--- config.mk ---
export PLATFORM = sky130hd
export DESIGN_NAME = kmeans_centroid_update_k3n2
export DESIGN_NICKNAME = d
export VERILOG_FILES = /design/src/rtl/kmeans_pkg.sv /design/src/rtl/kmeans_seq_divider.sv /design/src/rtl/kmeans_centroid_update_k3n2.sv
export SDC_FILE = /design/constraint.sdc
export NUM_CORES = 1
export LEC_CHECK = 0
export ABC_AREA = 1
export CELL_PAD_IN_SITES_DETAIL_PLACEMENT = 0
export CELL_PAD_IN_SITES_GLOBAL_PLACEMENT = 1
export CORE_ASPECT_RATIO = 0.7
export CORE_UTILIZATION = 45
export CTS_CLUSTER_DIAMETER = 60
export DETAILED_ROUTE_END_ITERATION = 8
export PLACE_DENSITY_LB_ADDON = 0.1
export SLEW_MARGIN = 20
export SYNTH_ARGS = -nofsm -noshare
export SYNTH_HDL_FRONTEND = slang
export SYNTH_SLANG_ARGS = --single-unit
export TNS_END_PERCENT = 30
--- constraint.sdc ---
create_clock -name clk -period 6.6 [get_ports clk]
set_clock_uncertainty 0.05 [all_clocks]
set_input_delay 1.32 -clock clk [delete_from_list [all_inputs] [get_ports clk]]
set_output_delay 1.32 -clock clk [all_outputs]
set_load 0.01 [all_outputs]
--- src/rtl/kmeans_pkg.sv ---
// Shared types and constants for the k-means (k=3, n=2) centroid update path.
package kmeans_pkg;

    localparam int NUM_CENTROIDS  = 3;
    localparam int CENTROID_IDX_W = 2;

    typedef logic [CENTROID_IDX_W-1:0] centroid_idx_t;

    localparam centroid_idx_t LAST_CENTROID = 2'd2;

    typedef enum logic [2:0] {
        ST_IDLE  = 3'd0,
        ST_READ  = 3'd1,
        ST_DIV   = 3'd2,
        ST_WRITE = 3'd3,
        ST_DONE  = 3'd4
    } kmeans_state_t;

endpackage

--- src/rtl/kmeans_seq_divider.sv ---
// Restoring sequential divider: one quotient bit per cycle, MSB first.
// Operands are latched on start. done is high during the final iteration,
// and quotient then presents the completed result, so a consumer can
// register it on the same edge that retires the divider.
module kmeans_seq_divider #(
    parameter int WIDTH = 16
) (
    input  logic             clk,
    input  logic             rst,
    input  logic             start,
    input  logic [WIDTH-1:0] dividend,
    input  logic [WIDTH-1:0] divisor,
    output logic             busy,
    output logic             done,
    output logic [WIDTH-1:0] quotient
);

    localparam int CW = $clog2(WIDTH + 1);

    logic          busy_q;
    logic [CW-1:0] cnt_q;
    logic [WIDTH-1:0] rem_q, quo_q, div_q;
    logic [WIDTH-1:0] rem_nxt, quo_nxt;
    logic [WIDTH:0]   shifted, trial;

    // One restoring step: shift in the next dividend bit, subtract if it fits.
    always_comb begin
        shifted = {rem_q, quo_q[WIDTH-1]};
        trial   = shifted - {1'b0, div_q};
        if (!trial[WIDTH]) begin
            rem_nxt = trial[WIDTH-1:0];
            quo_nxt = {quo_q[WIDTH-2:0], 1'b1};
        end else begin
            rem_nxt = shifted[WIDTH-1:0];
            quo_nxt = {quo_q[WIDTH-2:0], 1'b0};
        end
    end

    assign busy     = busy_q;
    assign done     = busy_q && (cnt_q == CW'(1));
    assign quotient = quo_nxt;

    // Operand latch on start, then iterate with a down-counter until terminal count.
    always_ff @(posedge clk or posedge rst) begin
        if (rst) begin
            busy_q <= 1'b0;
            cnt_q  <= '0;
            rem_q  <= '0;
            quo_q  <= '0;
            div_q  <= '0;
        end else if (start) begin
            busy_q <= 1'b1;
            cnt_q  <= CW'(WIDTH);
            rem_q  <= '0;
            quo_q  <= dividend;
            div_q  <= divisor;
        end else if (busy_q) begin
            rem_q <= rem_nxt;
            quo_q <= quo_nxt;
            cnt_q <= cnt_q - CW'(1);
            if (cnt_q == CW'(1)) busy_q <= 1'b0;
        end
    end

endmodule

--- src/rtl/kmeans_centroid_update_k3n2.sv ---
// Walks centroids 0..2 after an accumulation pass, divides each accumulator
// by its point count and strobes the new coordinates to the centroid registers.
//
//   state | meaning
//   IDLE  | waiting for start
//   READ  | acc read port driven for idx; operands captured at end of cycle
//   DIV   | both dividers iterating (skipped when count is 0)
//   WRITE | wr_en strobe for idx; advance to next centroid or finish
//   DONE  | one-cycle done pulse, then back to IDLE
module kmeans_centroid_update_k3n2
    import kmeans_pkg::*;
#(
    parameter int input_data_width         = 8,
    parameter int input_data_qty_bit_width = 8,
    parameter int acc_width                = 16
) (
    input  logic                                clk,
    input  logic                                rst,
    input  logic                                start,
    output logic                                rd_acc_en,
    output logic [CENTROID_IDX_W-1:0]           rd_acc_centroid,
    input  logic [acc_width-1:0]                acc0_in,
    input  logic [acc_width-1:0]                acc1_in,
    input  logic [input_data_qty_bit_width-1:0] count_in,
    output logic                                wr_en,
    output logic [CENTROID_IDX_W-1:0]           wr_centroid,
    output logic                                wr_keep,
    output logic [input_data_width-1:0]         wr_d0,
    output logic [input_data_width-1:0]         wr_d1,
    output logic                                busy,
    output logic                                done
);

    kmeans_state_t state, state_nxt;
    centroid_idx_t idx_q, wr_centroid_q;
    logic          keep_q;
    logic [input_data_width-1:0] wr_d0_q, wr_d1_q, sat0, sat1;

    logic                 count_zero, div_start;
    logic                 div_busy0, div_busy1, div_done0, div_done1, div_done_both;
    logic [acc_width-1:0] divisor, quo0, quo1;
    logic                 load_wr;

    assign count_zero    = (count_in == '0);
    assign divisor       = {{(acc_width - input_data_qty_bit_width){1'b0}}, count_in};
    assign div_done_both = div_done0 && div_done1;

    kmeans_seq_divider #(.WIDTH(acc_width)) u_div0 (
        .clk(clk), .rst(rst), .start(div_start), .dividend(acc0_in), .divisor(divisor),
        .busy(div_busy0), .done(div_done0), .quotient(quo0)
    );

    kmeans_seq_divider #(.WIDTH(acc_width)) u_div1 (
        .clk(clk), .rst(rst), .start(div_start), .dividend(acc1_in), .divisor(divisor),
        .busy(div_busy1), .done(div_done1), .quotient(quo1)
    );

    // Quotients that do not fit a coordinate clamp to all-ones.
    always_comb begin
        sat0 = (|quo0[acc_width-1:input_data_width]) ? '1 : quo0[input_data_width-1:0];
        sat1 = (|quo1[acc_width-1:input_data_width]) ? '1 : quo1[input_data_width-1:0];
    end

    // Next-state logic; dividers are kicked on the READ edge when count is nonzero.
    always_comb begin
        state_nxt = state;
        div_start = 1'b0;
        case (state)
            ST_IDLE:  if (start) state_nxt = ST_READ;
            ST_READ: begin
                if (count_zero) begin
                    state_nxt = ST_WRITE;
                end else begin
                    div_start = 1'b1;
                    state_nxt = ST_DIV;
                end
            end
            // Falling out of DIV with neither divider busy is only a recovery path.
            ST_DIV:   if (div_done_both || !(div_busy0 || div_busy1)) state_nxt = ST_WRITE;
            ST_WRITE: state_nxt = (idx_q == LAST_CENTROID) ? ST_DONE : ST_READ;
            ST_DONE:  state_nxt = ST_IDLE;
            default:  state_nxt = ST_IDLE;
        endcase
    end

    // State register.
    always_ff @(posedge clk or posedge rst) begin
        if (rst) state <= ST_IDLE;
        else     state <= state_nxt;
    end

    // Result registers load only on the edge entering WRITE so they hold elsewhere.
    assign load_wr = ((state == ST_READ) && count_zero) || ((state == ST_DIV) && div_done_both);

    // Centroid index and write-result registers.
    always_ff @(posedge clk or posedge rst) begin
        if (rst) begin
            idx_q         <= '0;
            keep_q        <= 1'b0;
            wr_centroid_q <= '0;
            wr_d0_q       <= '0;
            wr_d1_q       <= '0;
        end else begin
            if (load_wr) begin
                wr_centroid_q <= idx_q;
                keep_q        <= (state == ST_READ);
                wr_d0_q       <= (state == ST_READ) ? '0 : sat0;
                wr_d1_q       <= (state == ST_READ) ? '0 : sat1;
            end
            if (state == ST_WRITE)
                idx_q <= (idx_q == LAST_CENTROID) ? '0 : idx_q + 2'd1;
        end
    end

    assign rd_acc_en       = (state == ST_READ) || (state == ST_DIV) || (state == ST_WRITE);
    assign rd_acc_centroid = rd_acc_en ? idx_q : '0;
    assign wr_en           = (state == ST_WRITE);
    assign wr_keep         = (state == ST_WRITE) && keep_q;
    assign wr_centroid     = wr_centroid_q;
    assign wr_d0           = wr_d0_q;
    assign wr_d1           = wr_d1_q;
    assign busy            = (state != ST_IDLE);
    assign done            = (state == ST_DONE);

endmodule

==> results.yml <==
worst_setup_path:
  crit_fanout: 7
  timing.rr.start: "u_div0.quo_q[15]$_DFFE_PP0P_"
  critical_path_buf_inv_count: 2
  end_kind: "output port"
  crit_chain: "nor3_2, inv_1, nor2_1, clkdlybuf4s50_1"
  rr_worst_depth: 14
  cp_top_family: "buffers and inverters"
  critPathLaunch: "state[2]$_DFFE_PP0P_"
  criticalPathCategory: "register to output port"
  cp.arrival_ns: 2.03
  startpoint_type: "register"
  rrSetupSlack_ns: 4.01
  crit_path_end: "wr_keep"
  slowest_delay_ns: 0.55
  cp.depth: 4
  cpMaxStageDelayCell: "clkdlybuf4s50_1"
  required_ns: 5.23
  worstReg2RegEnd: "u_div0.rem_q[10]$_DFFE_PP0P_"
floorplan:
  floorplan.core_area_um2: 13500
  die_y_um: 102
  std_cell_rows: 35
  die_w_um: 144
  die_area_um2: 14600
  pin_count: 68
  initial_core_util: 0.472
synthesis:
  synth-main-ff-cell: "dfrtp_1"
  synth_edf_count: 0
  avgSynthCellArea_um2: 7.61
  synth_nets: 902
  synth_area_um2: 6370
  synthMuxAreaShare: 0
  ys_warn_count: 0
  synthAdderAreaFrac: 0.0456
  synthSimpleGateAreaFrac: 0.327
  synthCells: 837
  ys_ff_latch: 108
  yosysSeqAreaShare: 0.424
  async_reset_ff_frac: 1.00
  synth-compound-area-share: 0.0927
  synth_top_family_by_area: "simple AND/OR/NAND/NOR gates"
  ys_types: 41
  synth-xor-area-share: 0.0193
routing:
  drc: 0
  firstDrtPassIters: 5
  ant_nets: 0
  avgRoutedWirePerCell_um: 14.4
  vias_per_cell: 5.05
  drt_iter0_drc: 321
  wirelength_um: 15500
  num_vias: 5459
clock_tree:
  htreeDepth: 3
  cts_sinks: 108
  clockBufferDepth: 2
  postCtsHoldBufs: 0
  cts_setup_buffers: 0
  insertion_delay_ns: 0.36
  cts.root.buffer_cell: "clkbuf_16"
  cts-buffers-inserted: 9
  clk_pin_slew_worst_paths_ns: 0.08
  cts_tree: "built"
  cts_resized: 0
min_path:
  hold_depth: 2
  hp-class: "register to register"
place:
  placed_area_um2: 7060
  placed_cells: 1064
  pre_cts_slack_ns: 3.10
  io_buffers: 67
  place_congestion: 0.879
  dp_hpwl_um: 10900
sta:
  finalMaxSlewViolations: 0
  max_freq_mhz: 294
  fin_setup_tns_ns: 0
  rsz0062_at_grt: "false"
  whs_ns: 0.448
  hold_viol: 0
  tightestPinTransition_ns: 0.810
  layout_setup_ws_ns: 3.20
  slew_headroom: 0.460
  min_period_over_period: 0.515
  setup_viol_count_final: 0
  finalCriticalPeriod_ns: 3.40
final_layout:
  num_antenna_cells: 0
  instances_no_fill: 1080
  num-fill-cells: 1333
  seq_area_um2: 2700
  drive_gt1_frac: 0.0637
  multiInputGateArea_um2: 3080
  synthToLayoutAreaGrowth_pct: 15.6
  nNetsFinal: 955
  final_area_um2: 7360
global_route:
  grt_first_pass_wirelength_um: 26400
  grt_usage: 0.233
  grt_max_degree: 61
  grt_overflow: 0
  antenna_found_initial: 0
  grt_pass1_vias: 5282
job:
  max_cap_viol_count: 0
power_and_ir_drop:
  cellLeakagePower_nw: 3.61
  vdd_ir_drop_max_mv: 0.184
  powerDensity_nw_per_um2: 548
outcome:
  status: "finished clean"
## metrics by stage
stage,utilization,total power [mW]
floorplan,-,2.98
global placement,0.524,3.42
detailed placement,0.524,3.47
CTS,0.546,4.05
global route,0.546,4.46
finish,0.546,4.03
## how the worst min path moves through the flow
stage / start / to / slack, ns
2_1_floorplan: keep_q$_DFFE_PP0P_ / keep_q$_DFFE_PP0P_ / 0.41
3_3_place_gp: wr_centroid[0]$_DFFE_PP0P_ / wr_centroid[0]$_DFFE_PP0P_ / 0.42
3_5_place_dp: wr_centroid[0]$_DFFE_PP0P_ / wr_centroid[0]$_DFFE_PP0P_ / 0.42
4_1_cts: wr_centroid[0]$_DFFE_PP0P_ / wr_centroid[0]$_DFFE_PP0P_ / 0.45
5_1_grt: wr_centroid[0]$_DFFE_PP0P_ / wr_centroid[0]$_DFFE_PP0P_ / 0.48
6_report: wr_centroid[0]$_DFFE_PP0P_ / wr_centroid[0]$_DFFE_PP0P_ / 0.45
## cell usage after synthesis (6+ instances only)
| master | number | area, um^2 |
|---|---|---|
| nand2_1 | 306 | 1150 |
| dfrtp_1 | 108 | 2700 |
| inv_1 | 86 | 323 |
| nor2_1 | 63 | 236 |
| nand3_1 | 52 | 260 |
| o21ai_1 | 35 | 175 |
| o211ai_1 | 24 | 180 |
| ha_1 | 20 | 250 |
| a21oi_1 | 13 | 65.1 |
| nand4_1 | 12 | 75.1 |
| buf_6 | 11 | 124 |
| buf_2 | 8 | 40.0 |
| nand2_2 | 8 | 50.1 |
| xor2_1 | 8 | 70.1 |
| a31oi_1 | 7 | 43.8 |
| buf_4 | 7 | 52.6 |
| o21ai_0 | 7 | 35.0 |
| inv_2 | 6 | 22.5 |
| nor3_1 | 6 | 30.0 |
| xnor2_1 | 6 | 52.6 |
## power breakdown
group	switching (mW)	total (mW)	internal (mW)
sequential	0.226	1.19	0.967
combinational	1.43	2.29	0.863
clock	0.284	0.552	0.268
## sequential cells by signal, indices dropped and copies added, names as in the netlist
| signal | cells |
|---|---|
| u_div0.quo_q | 16 |
| u_div0.rem_q | 16 |
| u_div1.quo_q | 16 |
| u_div1.rem_q | 16 |
| u_div0.div_q | 8 |
| wr_d0 | 8 |
| wr_d1 | 8 |
| u_div0.cnt_q | 5 |
| u_div1.cnt_q | 5 |
| state | 3 |
| idx_q | 2 |
| wr_centroid | 2 |
| keep_q | 1 |
| u_div0.busy | 1 |
| u_div1.busy | 1 |
## cells by family after synthesis
| family | Yosys count |
|---|---|
| AOI/OAI and AO/OA | 97 |
| adders and majority gates | 22 |
| xor gates and xnor gates | 14 |
| DFF | 108 |
| buffers and inverters | 121 |
| and+or+nand+nor | 475 |
## worst register-to-register path, stage by stage, from the launching register on
cell and delay [ns]:
dfrtp_1 0.38, inv_1 0.09, ha_1 0.14, inv_1 0.07, fa_1 0.42, nand2_1 0.09
nand2_1 0.11, nand3_2 0.13, nand4_1 0.11, nand2_2 0.50, inv_1 0.18, nand2_1 0.10
nand2_1 0.05, nand2_1 0.05, nand2_1 0.05
## per-layer routing
metal / wire [um] / up-vias / track usage / part of all wire
met5: 0 / - / 0 / 0
met4: 148 / 0 / 0.0599 / 0.0095
met3: 688 / 12 / 0.0478 / 0.044
met2: 6460 / 110 / 0.347 / 0.42
met1: 8250 / 2549 / 0.344 / 0.53
li1: - / 2788 / - / -
## placed cells by master, fill, tap and decap left out, types with 2 or more instances in the layout
cell type and n:
a21boi_0 2, a21oi_1 13, a31oi_1 7, clkbuf_16 9, clkdlybuf4s50_1 67, clkinv_8 2, dfrtp_1 108, fa_1 2
ha_1 20, inv_1 85, inv_2 6, inv_4 4, inv_6 3, nand2_1 306, nand2_2 8, nand2_4 5
nand3_1 52, nand3_2 2, nand3b_1 2, nand4_1 12, nor2_1 63, nor2_2 3, nor3_1 6, nor3_2 2
nor4_1 4, nor4_4 3, o211ai_1 24, o211ai_2 2, o21ai_0 7, o21ai_1 35, o21ai_2 2, o22ai_1 4
xnor2_1 6, xor2_1 8
## area by class of cell
type	instances	share of cell area
multi-input cells	608	0.419
flip-flops and latches	108	0.367
repair buffers	68	0.0921
well taps	185	0.0315
clock buffers	10	0.0311
inverters	95	0.0498
clock inverters	6	0.00918
No activity file was read; power rests on OpenSTA's default activity.
